[src/rtl/decoder_2to4_pulse_pkg.sv]
`default_nettype none
// +------------------------------------------------------------------+
// | decoder_2to4_pulse_pkg                                           |
// | Shared FSM encodings and the code-to-one-hot helper.             |
// | Rev 1.0                                                          |
// +------------------------------------------------------------------+
package decoder_2to4_pulse_pkg;

  typedef enum logic [1:0] {
    ST_IDLE  = 2'd0,
    ST_PULSE = 2'd1,
    ST_GAP   = 2'd2
  } state_e;

  function automatic logic [3:0] onehot4(input logic [1:0] code);
    return 4'b0001 << code;
  endfunction

endpackage
`default_nettype wire

[src/rtl/decoder_2to4_pulse_if.sv]
`default_nettype none
// +------------------------------------------------------------------+
// | decoder_2to4_pulse_if                                            |
// | Encoded-code input and one-hot output bundle of the decoder.     |
// | Rev 1.0                                                          |
// +------------------------------------------------------------------+
interface decoder_2to4_pulse_if;
  logic [1:0] Y;
  logic       V;
  logic       ready;
  logic [3:0] D;
  logic       busy;
  logic       drop;

  modport master (output Y, output V, input ready, input D, input busy, input drop);
  modport slave  (input Y, input V, output ready, output D, output busy, output drop);
endinterface
`default_nettype wire

[src/rtl/decoder_2to4_pulse_code_fifo.sv]
`default_nettype none
// +------------------------------------------------------------------+
// | code_fifo                                                        |
// | 2-bit first-word-fall-through FIFO holding pending codes.        |
// | Rev 1.0                                                          |
// +------------------------------------------------------------------+
module code_fifo #(
  parameter int FIFO_DEPTH = 4
) (
  input  wire logic                          clk,
  input  wire logic                          rst,
  input  wire logic                          push_i,
  input  wire logic                          pop_i,
  input  wire logic [1:0]                    din_i,
  output logic      [1:0]                    dout_o,
  output logic                               empty_o,
  output logic                               full_o,
  output logic      [$clog2(FIFO_DEPTH):0]   count_o
);

  localparam int PTR_W = $clog2(FIFO_DEPTH);
  localparam int CNT_W = PTR_W + 1;

  logic [1:0]       mem_q [FIFO_DEPTH];
  logic [PTR_W-1:0] wr_ptr_q;
  logic [PTR_W-1:0] rd_ptr_q;
  logic [CNT_W-1:0] count_q;
  logic             w_push;
  logic             w_pop;

  assign full_o  = (count_q == CNT_W'(FIFO_DEPTH));
  assign empty_o = (count_q == '0);
  assign count_o = count_q;
  assign dout_o  = mem_q[rd_ptr_q];
  assign w_push  = push_i && !full_o;
  assign w_pop   = pop_i && !empty_o;

  // Storage carries no reset; only pointers and occupancy define validity.
  always_ff @(posedge clk) begin
    if (w_push) begin
      mem_q[wr_ptr_q] <= din_i;
    end
  end

  always_ff @(posedge clk or posedge rst) begin
    if (rst) begin
      wr_ptr_q <= '0;
      rd_ptr_q <= '0;
      count_q  <= '0;
    end else begin
      if (w_push) wr_ptr_q <= wr_ptr_q + PTR_W'(1);
      if (w_pop)  rd_ptr_q <= rd_ptr_q + PTR_W'(1);
      case ({w_push, w_pop})
        2'b10:   count_q <= count_q + CNT_W'(1);
        2'b01:   count_q <= count_q - CNT_W'(1);
        default: count_q <= count_q;
      endcase
    end
  end

endmodule
`default_nettype wire

[src/rtl/decoder_2to4_pulse.sv]
`default_nettype none
// +------------------------------------------------------------------+
// | decoder_2to4_pulse                                               |
// | Buffers 2-bit codes and replays each as a fixed one-hot pulse.   |
// | Rev 1.0                                                          |
// +------------------------------------------------------------------+
module decoder_2to4_pulse
  import decoder_2to4_pulse_pkg::*;
#(
  parameter int PULSE_LEN  = 4,
  parameter int GAP_LEN    = 1,
  parameter int FIFO_DEPTH = 4
) (
  input wire logic            clk,
  input wire logic            rst,
  decoder_2to4_pulse_if.slave dec
);

  localparam int CNT_MAX = (PULSE_LEN > GAP_LEN) ? PULSE_LEN : GAP_LEN;
  localparam int CNT_W   = (CNT_MAX > 1) ? $clog2(CNT_MAX) : 1;
  localparam logic [CNT_W-1:0] c_PULSE_LAST = CNT_W'(PULSE_LEN - 1);
  localparam logic [CNT_W-1:0] c_GAP_LAST   = CNT_W'(GAP_LEN - 1);

  state_e     state_q, state_d;
  logic [CNT_W-1:0] cnt_q, cnt_d;
  logic [3:0] d_q, d_d;
  logic       drop_q;

  logic       w_ready;
  logic       w_push;
  logic       w_pop;
  logic [1:0] w_head;
  logic       w_empty;
  logic       w_full;
  logic [$clog2(FIFO_DEPTH):0] w_count;

  code_fifo #(.FIFO_DEPTH(FIFO_DEPTH)) u_fifo (
    .clk     (clk),
    .rst     (rst),
    .push_i  (w_push),
    .pop_i   (w_pop),
    .din_i   (dec.Y),
    .dout_o  (w_head),
    .empty_o (w_empty),
    .full_o  (w_full),
    .count_o (w_count)
  );

  assign w_ready   = !w_full;
  assign w_push    = dec.V && w_ready;
  assign dec.ready = w_ready;
  assign dec.D     = d_q;
  assign dec.drop  = drop_q;
  assign dec.busy  = (state_q != ST_IDLE) || (w_count != '0);

  always_comb begin
    state_d = state_q;
    cnt_d   = cnt_q;
    d_d     = d_q;
    w_pop   = 1'b0;
    case (state_q)
      ST_IDLE: begin
        d_d = 4'b0000;
        if (!w_empty) begin
          w_pop   = 1'b1;
          d_d     = onehot4(w_head);
          cnt_d   = c_PULSE_LAST;
          state_d = ST_PULSE;
        end
      end
      ST_PULSE: begin
        if (cnt_q == '0) begin
          d_d     = 4'b0000;
          cnt_d   = c_GAP_LAST;
          state_d = ST_GAP;
        end else begin
          cnt_d = cnt_q - CNT_W'(1);
        end
      end
      ST_GAP: begin
        d_d = 4'b0000;
        if (cnt_q == '0) begin
          // End of gap chains straight into the next buffered code.
          if (!w_empty) begin
            w_pop   = 1'b1;
            d_d     = onehot4(w_head);
            cnt_d   = c_PULSE_LAST;
            state_d = ST_PULSE;
          end else begin
            state_d = ST_IDLE;
          end
        end else begin
          cnt_d = cnt_q - CNT_W'(1);
        end
      end
      default: begin
        d_d     = 4'b0000;
        cnt_d   = '0;
        state_d = ST_IDLE;
      end
    endcase
  end

  always_ff @(posedge clk or posedge rst) begin
    if (rst) begin
      state_q <= ST_IDLE;
      cnt_q   <= '0;
      d_q     <= 4'b0000;
      drop_q  <= 1'b0;
    end else begin
      state_q <= state_d;
      cnt_q   <= cnt_d;
      d_q     <= d_d;
      drop_q  <= dec.V && !w_ready;
    end
  end

endmodule
`default_nettype wire

[src/flat_wrapper.sv]
// flat-port wrapper written by rule: the top's interface ports become plain ports
module decoder_2to4_pulse_flat import decoder_2to4_pulse_pkg::*;
#(
  parameter int PULSE_LEN  = 4,
  parameter int GAP_LEN    = 1,
  parameter int FIFO_DEPTH = 4
)
  (clk, rst, dec_Y, dec_V, dec_ready, dec_D, dec_busy, dec_drop);
  decoder_2to4_pulse_if dec_i ();
  input wire logic clk;
  input wire logic rst;
  input wire logic [$bits(dec_i.Y)-1:0] dec_Y;
  input wire logic [$bits(dec_i.V)-1:0] dec_V;
  output wire logic [$bits(dec_i.ready)-1:0] dec_ready;
  output wire logic [$bits(dec_i.D)-1:0] dec_D;
  output wire logic [$bits(dec_i.busy)-1:0] dec_busy;
  output wire logic [$bits(dec_i.drop)-1:0] dec_drop;
  assign dec_i.Y = dec_Y;
  assign dec_i.V = dec_V;
  assign dec_ready = dec_i.ready;
  assign dec_D = dec_i.D;
  assign dec_busy = dec_i.busy;
  assign dec_drop = dec_i.drop;
  decoder_2to4_pulse #(.PULSE_LEN(PULSE_LEN), .GAP_LEN(GAP_LEN), .FIFO_DEPTH(FIFO_DEPTH)) u_core (.clk(clk), .rst(rst), .dec(dec_i));
endmodule
[config.mk]
export PLATFORM = sky130hd
export DESIGN_NAME = decoder_2to4_pulse_flat
export DESIGN_NICKNAME = d
export VERILOG_FILES = /design/src/rtl/decoder_2to4_pulse_pkg.sv /design/src/rtl/decoder_2to4_pulse_if.sv /design/src/rtl/decoder_2to4_pulse_code_fifo.sv /design/src/rtl/decoder_2to4_pulse.sv /design/src/flat_wrapper.sv
export SDC_FILE = /design/constraint.sdc
export NUM_CORES = 1
export LEC_CHECK = 0
export ABC_AREA = 1
export BUFFER_PORTS_ARGS = -buffer_cell sky130_fd_sc_hd__clkbuf_2
export CELL_PAD_IN_SITES_DETAIL_PLACEMENT = 1
export CELL_PAD_IN_SITES_GLOBAL_PLACEMENT = 2
export CORE_AREA = 3 3 62 64
export CTS_CLUSTER_DIAMETER = 40
export CTS_CLUSTER_SIZE = 25
export DETAILED_ROUTE_END_ITERATION = 16
export DIE_AREA = 0 0 65 67
export PLACE_DENSITY = 0.82
export REMOVE_ABC_BUFFERS = 1
export SLEW_MARGIN = 20
export SYNTH_ARGS = -nofsm -noshare
export SYNTH_HDL_FRONTEND = slang
export SYNTH_SLANG_ARGS = --single-unit
[constraint.sdc]
create_clock -name clk -period 4.5 [get_ports clk]
set_clock_uncertainty 0.1 [all_clocks]
set_input_delay 0.9 -clock clk [delete_from_list [all_inputs] [get_ports clk]]
set_output_delay 0.9 -clock clk [all_outputs]
set_load 0.01 [all_outputs]
Word-level counts from Yosys, hierarchy flattened
Memory sizes are Yosys's and may differ from the RTL's.
Index checks and enable logic that the tools add are counted.
{"block": "word_totals", "reg_bits": 16, "ramBits": 8, "in_bits": 5, "word_cells": 55, "memories": 1}
{"name": "u_core.u_fifo.mem_q", "words": 4, "word_bits": 2, "rd": 1, "rd_clocked_by_memory_dff": 0, "write_ports": 1, "line": "decoder_2to4_pulse_code_fifo.sv:24", "source": "logic [1:0] mem_q [FIFO_DEPTH];"}
{"block": "op_classes", "n_addsub": 5, "n_eq_ne": 8, "shift": 1, "muxes": 19, "n_reduce_logical": 14}
{"op": "2-bit two-way mux", "n": 6}
{"op": "4-bit two-way mux", "n": 3}
{"op": "2-bit one-hot mux with 3 select lines", "n": 2}
{"op": "4-bit one-hot mux with 3 select lines", "n": 1}
{"op": "3-bit one-hot mux with 2 select lines", "n": 1}
{"op": "1-bit two-way mux", "n": 5}
{"op": "2-bit by 1-bit adder with 2-bit output (second input constant)", "n": 2}
{"op": "2-bit by 1-bit equality test with 1-bit output (second input constant)", "n": 2}
{"op": "2-bit equality test (second input constant)", "n": 2}
{"op": "1-bit logical AND", "n": 4}
{"op": "2-bit zero test", "n": 2}
{"op": "2-bit by 1-bit != test with 1-bit output (second input constant)", "n": 2}
{"op": "2-bit nonzero test", "n": 2}
{"op": "1-bit by 2-bit left shift with 4-bit output (first input constant)", "n": 1}
{"op": "3-bit by 1-bit adder with 3-bit output (second input constant)", "n": 1}
{"op": "3-bit equality test (second input constant)", "n": 1}
{"op": "3-bit zero test", "n": 1}
{"op": "3-bit AND reduction", "n": 1}
{"op": "3-bit nonzero test", "n": 1}
{"op": "3-bit by 1-bit subtractor with 3-bit output (second input constant)", "n": 1}
{"op": "1-bit zero test", "n": 2}
{"op": "2-bit != test (second input constant)", "n": 1}
{"op": "1-bit one-hot mux with 2 select lines", "n": 1}
{"op": "2-bit by 1-bit subtractor with 2-bit output (second input constant)", "n": 1}
{"op": "1-bit logical OR", "n": 1}

Depth between registers and ports, before layout
Gate-level depths: netlist of the first run.
{"block": "logic_depth", "ltp_word": 7, "ltp_mapped": 11, "ltp_nobuf": 11}

Modules after synthesis
From an unflattened synthesis of the first run, not the netlist that was laid out.
{"block": "unflattened", "cells_unflattened": 151, "area_unflattened_um2": 1286.2}
{"mod": "code_fifo", "n_inst": 1, "cells_each": 85, "area_each_um2": 788.3, "seq_area_each_um2": 415.4}
{"mod": "decoder_2to4_pulse", "n_inst": 1, "cells_each": 66, "area_each_um2": 498.0, "seq_area_each_um2": 225.2}

Least setup slack after synthesis of the first run
No wires, ideal clock.
{"block": "synth_path", "path_type": "input port to flip-flop", "from": "input port dec_V", "to": "register u_core.u_fifo.count_q[2] (netlist: u_core.u_fifo.count_o[2])", "setup_ns": 0.131, "t_arrival_ns": 2.017, "t_required_ns": 4.269, "path_slack_ns": 2.252, "path_stages": 7, "path_cell_list": "nand2_2 ha_1 inv_1 fa_1 a21oi_1 o21ai_0 xor2_1"}
{"block": "synth_between", "elab_chain_len": 4}
{"item": "start: declaration", "line": "flat_wrapper.sv:13", "source": "input wire logic [$bits(dec_i.V)-1:0] dec_V;"}
{"item": "1-bit logical AND *", "line": "decoder_2to4_pulse.sv:50", "source": "assign w_push = dec.V && w_ready;"}
{"item": "1-bit logical AND *", "line": "decoder_2to4_pulse_code_fifo.sv:35", "source": "assign w_push = push_i && !full_o;"}
{"item": "2-bit by 1-bit equality test with 1-bit output / 2-bit equality test (equally long branches)", "line": "decoder_2to4_pulse_code_fifo.sv:53", "source": "case ({w_push, w_pop})"}
{"item": "3-bit one-hot mux with 2 select lines / 2-bit nonzero test (equally long branches)"}
{"item": "end signal: assignment", "line": "decoder_2to4_pulse_code_fifo.sv:54", "source": "2'b10: count_q <= count_q + CNT_W'(1);"}
{"item": "end signal: assignment", "line": "decoder_2to4_pulse_code_fifo.sv:55", "source": "2'b01: count_q <= count_q - CNT_W'(1);"}
{"item": "end signal: assignment", "line": "decoder_2to4_pulse_code_fifo.sv:56", "source": "default: count_q <= count_q;"}
{"item": "end: declaration", "line": "decoder_2to4_pulse_code_fifo.sv:27", "source": "logic [CNT_W-1:0] count_q;"}
Every way passes the cells marked *; elsewhere a longest branch is shown, timed or not.
A chain may end at the register's enable or synchronous reset.

Final worst setup path of the first run
{"block": "layout_path", "from": "register u_core.u_fifo.count_q[0] (netlist: u_core.u_fifo.count_o[0])", "to": "output port dec_busy"}
{"block": "layout_between", "elab_chain_len": 2}
{"item": "3-bit nonzero test", "line": "decoder_2to4_pulse.sv:54", "source": "assign dec.busy = (state_q != ST_IDLE) || (w_count != '0);"}
{"item": "1-bit logical OR", "line": "decoder_2to4_pulse.sv:54"}
{"item": "end: declaration", "line": "flat_wrapper.sv:16", "source": "output wire logic [$bits(dec_i.busy)-1:0] dec_busy;"}
Every way passes these cells.

==> impl_metrics.yaml, run 1 <==
run_status:
  outcome: "finished clean"
floorplan:
  die_y_um: 67
  dieArea_um2: 4360
  io-pin-count: 12
  core_um2: 3340
  start_util: 0.364
  row_count: 21
  die-width_um: 65
placement:
  dp_hpwl_um: 1970
  gp_congestion: 0.759
  portBuffers: 11
logic_synthesis:
  netlist.top_cell.by_area: "dfrtp_1"
  synth_simple_gate_area_frac: 0.261
  synthAdderAreaFrac: 0.0680
  netlist_instances: 139
  synth_top_cell_area_share: 0.330
  synth_area_um2: 1210
  ys_seq_area_frac: 0.528
  synth_top_family_by_area: "simple AND/OR/NAND/NOR gates"
  synth_xor_area_frac: 0.0289
  muxShareOfSynthArea: 0
  synth-compound-area-share: 0.0433
  syn_avg_cell_area_um2: 8.73
  synth-seq-cells: 24
  synth_cell_types: 19
  ys_top_cells_by_area: "dfrtp_1, edfxtp_1, nand2_1"
  ys_warn_count: 0
grt:
  gr-total-overflow: 0
  use_met3: 0.0354
  grt_use_met2: 0.252
  antenna_found_initial: 0
  use_met1: 0.150
  grt_pass1_wl_um: 4510
  top_usage_layer: "met2"
  grt_util_all_layers: 0.137
  grt_pass1_vias: 1038
  grt_max_degree: 17
critical_path:
  critPathCaptureType: "primary output"
  timing.setup.critical_path_class: "reg2out"
  r2r-end: "u_core.u_fifo.count_o[2]$_DFFE_PP0P_"
  critPathMaxStageDelay_ps: 430
  crit_arrival_ps: 1390
  setup.worst_path.start_class: "register"
  endpoint: "dec_busy"
  startpoint: "u_core.u_fifo.count_o[0]$_DFFE_PP0P_"
  r2r_start: "u_core.cnt_q[1]$_DFF_PP0_"
  crit_fanout: 4
  rrSetupSlack_ps: 2210
  worstPathRequired_ps: 3500
  crit_slowest_cell: "dfrtp_1"
  r2r_cells: 11
  path_cells: "nor2_1, nand2_1, inv_1, nand2_1, clkbuf_2"
  crit_top_cell: "nand2_1"
power:
  p_leak_nw: 0.700
  peakVddDrop_mv: 0.269
  power_density_nw_per_um2: 697
  power.total_mw: 0.949
route:
  detail-route-antenna-nets: 0
  vias_per_cell: 4.67
  finalWirelength_um: 2490
  drt_pre_antenna_iters: 4
  dr_total_vias: 934
  drc: 0
  first_iter_violations: 29
  post_drt_wl_per_cell_um: 12.4
clock_tree:
  path_clk_slew_ps: 130
  hold_buffers: 0
  clockRootBuffer: "clkbuf_4"
  cts_post_setup_buffers_inserted: 0
  cts.sinks: 24
  cts_max_level: 1
  clk_path_buf_depth: 2
  cts_resized: 0
  cts_tree: "yes"
  cts_buffers: 3
  clk_latency_ps: 320
cells_and_area:
  nFillCells: 430
  antenna_cells: 0
  nNetsFinal: 166
  drive_above_1_share: 0.143
  synthToLayoutAreaGrowth_pct: 12.3
sta:
  fmax_mhz: 418
  worst_pin_slew_ps: 651
  setup_tns_ps: 0
  timing.final.crit_share: 0.532
  report.final.slew_viol_count: 0
  whs_ps: 400
  setup_viol: 0
  slew_headroom: 0.565
  post-route-min-period_ps: 2390
  finalHoldViolCount: 0
  rsz0062_at_grt: "no"
min_path:
  min_path_type: "reg2reg"
job:
  drv_cap: 0
[sequential cells by signal (all words and copies together) (netlist names)]
name	cells
u_core.cnt_q	2
u_core.state_q	2
u_core.u_fifo.rd_ptr_q	2
u_core.dec.drop	1
u_core.dec.D	4
u_core.u_fifo.wr_ptr_q	2
u_core.u_fifo.count_o	3
u_core.u_fifo.mem_q	8
[critical path: cells and delay by family (launching register included)]
family	cells	cell delay [ps]
buffers and inverters	2	210
DFF	1	430
and+or+nand+nor	3	430
[per-stage QoR]
step / area (um^2) / setup WS, ps / utilization / instances
4_1_cts: 1360 / 2060 / 0.408 / 200
3_3_place_gp: 1330 / 2090 / 0.397 / 196
2_1_floorplan: 1210 / 2250 / - / 139
3_5_place_dp: 1330 / 1970 / 0.397 / 196
6_report: 1360 / 2110 / 0.408 / 200
5_1_grt: 1360 / 1980 / 0.408 / 200
[power by group]
group | leakage [nW] | total (mW) | switching (mW) | internal, mW
registers | 0.272 | 0.378 | 0.0664 | 0.311
logic | 0.407 | 0.456 | 0.295 | 0.160
clock network | 0.0210 | 0.116 | 0.0667 | 0.0495
total | 0.700 | 0.949 | 0.429 | 0.521
[synth_stat cells (all sizes together)]
master and instances:
o21ai 7, fa 1, nor2 17, nand3 9, xor2 3, nand2 44
inv 23, edfxtp 8, ha 5, o211ai 1, a21oi 2, xnor2 1
dfrtp 16, nand4 2
[worst min path at each step]
stage / from / endpoint / cells past startpoint
CTS: u_core.dec.D[3]$_DFFE_PP0P_ / u_core.dec.D[3]$_DFFE_PP0P_ / 2
floorplan: u_core.u_fifo.count_o[0]$_DFFE_PP0P_ / u_core.u_fifo.count_o[0]$_DFFE_PP0P_ / 1
global route: u_core.u_fifo.count_o[0]$_DFFE_PP0P_ / u_core.u_fifo.count_o[0]$_DFFE_PP0P_ / 1
finish: u_core.dec.D[3]$_DFFE_PP0P_ / u_core.dec.D[3]$_DFFE_PP0P_ / 2
global placement: u_core.dec.D[3]$_DFFE_PP0P_ / u_core.dec.D[3]$_DFFE_PP0P_ / 2
detailed placement: u_core.dec.D[3]$_DFFE_PP0P_ / u_core.dec.D[3]$_DFFE_PP0P_ / 2
[layout make-up]
type / instances / area, um^2 / area share
inverter: 23 / 86.3 / 0.0634
timing repair buffer: 11 / 55.1 / 0.0404
tap: 46 / 57.6 / 0.0422
multi-input combinational: 92 / 487 / 0.357
clock buffer: 4 / 36.3 / 0.0266
sequential: 24 / 641 / 0.470
[routing by layer]
layer / wire, um / vias up
met5: 0 / -
met4: 40 / 0
met3: 59 / 4
met2: 1310 / 14
met1: 1070 / 454
li1: - / 462
[layout by cell type (no fill, tap or decap)]
cell type | synthesis | routed
a21oi_1 | 2 | 2
clkbuf_2 | 0 | 11
clkbuf_4 | 0 | 3
clkbuf_8 | 0 | 1
dfrtp_1 | 16 | 16
edfxtp_1 | 8 | 8
fa_1 | 1 | 1
ha_1 | 5 | 5
inv_1 | 22 | 22
inv_2 | 1 | 1
nand2_1 | 42 | 42
nand2_2 | 2 | 2
nand3_1 | 8 | 8
nand3_4 | 1 | 1
nand4_1 | 2 | 2
nor2_1 | 14 | 14
nor2_2 | 2 | 2
nor2_4 | 1 | 1
o211ai_1 | 1 | 1
o21ai_0 | 7 | 7
xnor2_1 | 1 | 1
xor2_1 | 3 | 3
[cells by family (layout without fill, tap and decap cells)]
| group | Yosys count | count (layout) |
|---|---|---|
| buf+inv | 23 | 38 |
| fa+ha+maj | 6 | 6 |
| xor+xnor | 4 | 4 |
| compound gates | 10 | 10 |
| simple gates | 72 | 72 |
| flops | 24 | 24 |
(Power assumes the default switching activity.)
==> inputs of run 2 (changes only) <==
Settings changed: CORE_AREA 3 3 62 64 to 3 3 63 65, DIE_AREA 0 0 65 67 to 0 0 66 68, PLACE_DENSITY 0.82 to 0.8.
Clock period 4.5 ns to 2.3 ns, I/O delays scaled along.
==> run 2 against run 1 <==
Combinational power is 110% higher. Routed wire length down 2.9%. Core utilization rose by 0.73 points. Register-to-register slack worse by 2100 ps. Sequential power is 96% higher. Worst hold slack worse by 320 ps. Sequential share of layout area is 1.5 points lower. Critical path depth is 6 higher. First-iteration DRC count shrank 38%. Sequential cell count did not move. Via count decreased by 1.3%. Critical path type is now reg2reg. Highest routed layer unchanged.
==> impl_metrics.yaml, run 2 (synthesis gave the netlist of run 1 again) <==
run_status:
  outcome: "finished clean"
cells_and_area:
  final_area_um2: 1410
  drive_above_1_share: 0.185
  synthToLayoutAreaGrowth_pct: 16.1
  antenna_cells: 0
  seq_area_um2: 642
  multi_input_area_um2: 493
  final_cell_mix: "nand2_1, inv_1, dfrtp_1"
  largest_reg_flops: 8
  layout_commonest_cell: "nand2_1"
  nNetsFinal: 169
  nFillCells: 419
  regMostFlops: "u_core.u_fifo.mem_q"
min_path:
  min_path_type: "in2async"
critical_path:
  crit_fanout: 6
  crit_family: "adder cells"
  crit_cells: 11
  critPathCaptureType: "register"
  critPathMaxStageDelay_ps: 470
  path_cells: "inv_1, nand2_2, nand2_2, nand3_4, inv_1, ha_1, inv_1, fa_1, a21oi_2, o21ai_1, xor2_1"
  rrSetupSlack_ps: 130
  startpoint: "u_core.cnt_q[0]$_DFF_PP0_"
  crit_arrival_ps: 2300
  crit_slowest_cell: "fa_1"
  r2r-end: "u_core.u_fifo.count_o[2]$_DFFE_PP0P_"
  r2r_cells: 11
  timing.setup.critical_path_class: "reg2reg"
  endpoint: "u_core.u_fifo.count_o[2]$_DFFE_PP0P_"
  setup.worst_path.start_class: "register"
  r2r_start: "u_core.cnt_q[0]$_DFF_PP0_"
  crit_top_cell: "inv_1"
  path_buf_inv: 3
  worstPathRequired_ps: 2420
power:
  p_leak_nw: 0.720
  power_density_nw_per_um2: 1410
  peakVddDrop_mv: 0.550
sta:
  setup_ws_ps: 126
  rsz0062_at_grt: "yes"
  post-route-min-period_ps: 2170
  slew_headroom: 0.572
  timing.final.crit_share: 0.945
  setup_viol: 0
  worst_pin_slew_ps: 642
  report.final.slew_viol_count: 0
  finalHoldViolCount: 0
  fmax_mhz: 460
grt:
  antenna_found_initial: 0
  gr-total-overflow: 0
  grt_pass1_wl_um: 4320
  grt_pass1_vias: 1028
  grt_util_all_layers: 0.131
  grt_max_degree: 17
route:
  post_drt_wl_per_cell_um: 11.9
  drt_pre_antenna_iters: 4
  detail-route-antenna-nets: 0
  drc: 0
  vias_per_cell: 4.54
  first_iter_violations: 18
  dr_total_vias: 922
  finalWirelength_um: 2410
clock_tree:
  clk_latency_ps: 320
  path_clk_slew_ps: 130
  cts_tree: "yes"
  cts_max_level: 1
  clockRootBuffer: "clkbuf_4"
  clk_path_buf_depth: 2
  cts.sinks: 24
  cts_buffers: 3
placement:
  gp_congestion: 0.713
  dp_slack_ps: 74.6
  placed_area_um2: 1330
  portBuffers: 11
  dp_hpwl_um: 1880
floorplan:
  core_um2: 3390
  die-width_um: 66
  start_util: 0.358
  die_y_um: 68
  dieArea_um2: 4490
  io-pin-count: 12
  row_count: 21
job:
  drv_cap: 0
## run 2: final cells by class
cell class | count | area share
Clock buffer | 3 | 0.0160
Clock inverter | 1 | 0.0213
Inverter | 23 | 0.0613
Multi-Input combinational cell | 92 | 0.350
Sequential cell | 24 | 0.456
Tap cell | 46 | 0.0409
Timing Repair Buffer | 14 | 0.0551
## run 2: worst min-delay path by stage
stage	startpoint	end	slack, ps	cells after the start
after floorplan	rst	u_core.cnt_q[0]$_DFF_PP0_	270	1
after global placement	u_core.dec.D[3]$_DFFE_PP0P_	u_core.dec.D[3]$_DFFE_PP0P_	360	2
after detailed placement	u_core.dec.D[1]$_DFFE_PP0P_	u_core.dec.D[1]$_DFFE_PP0P_	370	2
after CTS	rst	u_core.u_fifo.wr_ptr_q[0]$_DFFE_PP0P_	90	2
after global routing	rst	u_core.u_fifo.wr_ptr_q[0]$_DFFE_PP0P_	110	2
final	rst	u_core.u_fifo.wr_ptr_q[0]$_DFFE_PP0P_	80	2
## run 2: what timing repair did
| action | CTS | global route |
|---|---|---|
| hold buffers | 0 | 0 |
| endpoints found under the setup margin | 0 | 1 |
| buffers inserted | 0 | 2 |
| resized for setup | 0 | 5 |
| hold endpoints to repair | 0 | 0 |
## run 2: metal layers
metal	wire (um)	GRT usage
met1	1020	0.141
met2	1230	0.235
met3	72	0.0296
met4	86	0.0761
met5	0	0
## run 2: metrics by stage
stage / hold slack (ps) / util / instances / power [mW] / setup TNS, ps
after floorplan: 274 / - / 139 / 1.40 / 0
after CTS: 90.9 / 0.409 / 201 / 1.97 / 0
after global routing: 114 / 0.416 / 203 / 2.21 / -48.5
after detailed placement: 369 / 0.394 / 197 / 1.64 / 0
after global placement: 360 / 0.394 / 197 / 1.61 / 0
final: 76.0 / 0.416 / 203 / 1.98 / 0
## run 2: report_power, final
part	total, mW	switching, mW	internal [mW]
combinational	0.936	0.587	0.349
sequential	0.739	0.128	0.611
clock	0.309	0.133	0.176
==> inputs of run 3 (changes only) <==
Settings changed: CORE_AREA 3 3 63 65 to 3 3 62 64, DIE_AREA 0 0 66 68 to 0 0 65 67, PLACE_DENSITY 0.8 to 0.82.
Clock period 2.3 ns to 2.6 ns, I/O delays scaled along.
==> run 3 against run 2 <==
Total power fell by 19%. Combinational power fell by 15%. Routed wire length fell by 0.75%. Highest routed layer unchanged. Clock power fell by 45%. Core utilization fell by 1.0 points. Final cell count fell by 1.5%. Global-route usage rose by 0.11 points. Critical path type unchanged. Via count fell by 0.33%. Die area fell by 3.0%. Design area fell by 4.0%.
==> impl_metrics.yaml, run 3 (synthesis gave the netlist of run 1 again) <==
run_status:
  outcome: "finished clean"
job:
  drv_cap: 0
sta:
  fmax_mhz: 444
  worst_pin_slew_ps: 613
  finalHoldViolCount: 0
  setup_viol: 0
  setup_tns_ps: 0
  slew_headroom: 0.591
  report.final.slew_viol_count: 0
  post-route-min-period_ps: 2250
  rsz0062_at_grt: "no"
  timing.final.crit_share: 0.866
grt:
  gr-total-overflow: 0
  top_usage_layer: "met2"
  grt_util_all_layers: 0.132
  use_met1: 0.165
  grt_max_degree: 17
  grt_pass1_wl_um: 4410
  use_met3: 0.0202
  grt_pass1_vias: 974
  antenna_found_initial: 0
  grt_use_met2: 0.229
clock_tree:
  clk_path_buf_depth: 2
  cts_resized: 0
  path_clk_slew_ps: 130
  clk_latency_ps: 310
  clockRootBuffer: "clkbuf_4"
  cts_buffers: 3
  cts_post_setup_buffers_inserted: 0
  hold_buffers: 0
  cts.sinks: 24
  cts_tree: "yes"
  cts_max_level: 1
floorplan:
  io-pin-count: 12
  die_y_um: 67
  dieArea_um2: 4360
  die-width_um: 65
  core_um2: 3340
  row_count: 21
  start_util: 0.364
critical_path:
  crit_slowest_cell: "dfrtp_1"
  crit_fanout: 6
  crit_top_cell: "inv_1"
  path_cells: "inv_1, nand2_1, nand2_2, nand3_4, inv_1, ha_1, inv_1, fa_1, a21oi_1, o21ai_0, xor2_1"
  crit_family: "adder cells"
  setup.worst_path.start_class: "register"
  crit_arrival_ps: 2350
  critPathCaptureType: "register"
  critPathMaxStageDelay_ps: 430
  worstPathRequired_ps: 2700
  r2r_cells: 11
  crit_cells: 11
  path_buf_inv: 3
  timing.setup.critical_path_class: "reg2reg"
route:
  first_iter_violations: 34
  drt_pre_antenna_iters: 4
  dr_total_vias: 919
  post_drt_wl_per_cell_um: 12.0
  finalWirelength_um: 2400
  drc: 0
  vias_per_cell: 4.60
  detail-route-antenna-nets: 0
cells_and_area:
  largest_reg_flops: 8
  final_util: 0.405
  drive_above_1_share: 0.136
  regMostFlops: "u_core.u_fifo.mem_q"
  final_cell_mix: "nand2_1, inv_1, dfrtp_1"
  nNetsFinal: 166
  antenna_cells: 0
  synthToLayoutAreaGrowth_pct: 11.4
  layout_commonest_cell: "nand2_1"
min_path:
  min_path_type: "in2async"
power:
  p_leak_nw: 0.694
  peakVddDrop_mv: 0.374
  power_density_nw_per_um2: 1190
placement:
  portBuffers: 11
  dp_hpwl_um: 1980
  gp_congestion: 0.791
-- run 3: path summary, 6_finish.rpt --
kind                            slack [ps]                                    end                        start
worst min register to register         400            u_core.dec.D[1]$_DFFE_PP0P_  u_core.dec.D[1]$_DFFE_PP0P_
worst max register to register         350   u_core.u_fifo.count_o[2]$_DFFE_PP0P_    u_core.cnt_q[1]$_DFF_PP0_
max in group asynchronous             1860          u_core.state_q[1]$_DFFE_PP0P_                          rst
min in group clk                       310              u_core.dec.drop$_DFF_PP0_                        dec_V
worst max-delay path                   350   u_core.u_fifo.count_o[2]$_DFFE_PP0P_    u_core.cnt_q[1]$_DFF_PP0_
worst min-delay path                   140  u_core.u_fifo.wr_ptr_q[1]$_DFFE_PP0P_                          rst
-- run 3: area by class of cell --
| type | count | area [um^2] |
|---|---|---|
| tap | 46 | 57.6 |
| sequential | 24 | 641 |
| clock buffer | 4 | 26.3 |
| multi-input combinational | 92 | 487 |
| inverter | 23 | 86.3 |
| fill | 424 | 1980 |
| timing repair buffer | 11 | 55.1 |
-- run 3: metal layers --
metal | share of wire | routed length [um] | vias to the layer above
li1 | - | - | 464
met2 | 0.49 | 1180 | 8
met3 | 0.023 | 54 | 2
met4 | 0.0058 | 14 | 0
met5 | 0 | 0 | -
met1 | 0.48 | 1150 | 445
-- run 3: metrics by stage --
stage          instance area (um^2)  setup slack, ps  power, mW  std cells  hold WS (ps)
4_1_cts                        1350              317       1.65        200           165
3_5_place_dp                   1330              350       1.47        196           369
3_3_place_gp                   1330              401       1.42        196           362
2_1_floorplan                  1210              524       1.24        139           334
5_1_grt                        1350              108       1.80        200           185
6_report                       1350              348       1.61        200           142
-- run 3: power by group --
part	internal (mW)	switching (mW)	total, mW
Clock	0.0598	0.109	0.169
Sequential	0.539	0.115	0.653
Combinational	0.281	0.510	0.791
-- run 3: worst register-to-register path, delay by kind of cell (launching register included) --
kind | cells | cell delay, ps
adder cells (fa/ha/maj) | 2 | 570
flip-flops | 1 | 430
AND/OR/NAND/NOR | 3 | 370
buffers and inverters | 3 | 280
AO/OA/AOI/OAI | 2 | 250
XOR/XNOR | 1 | 150
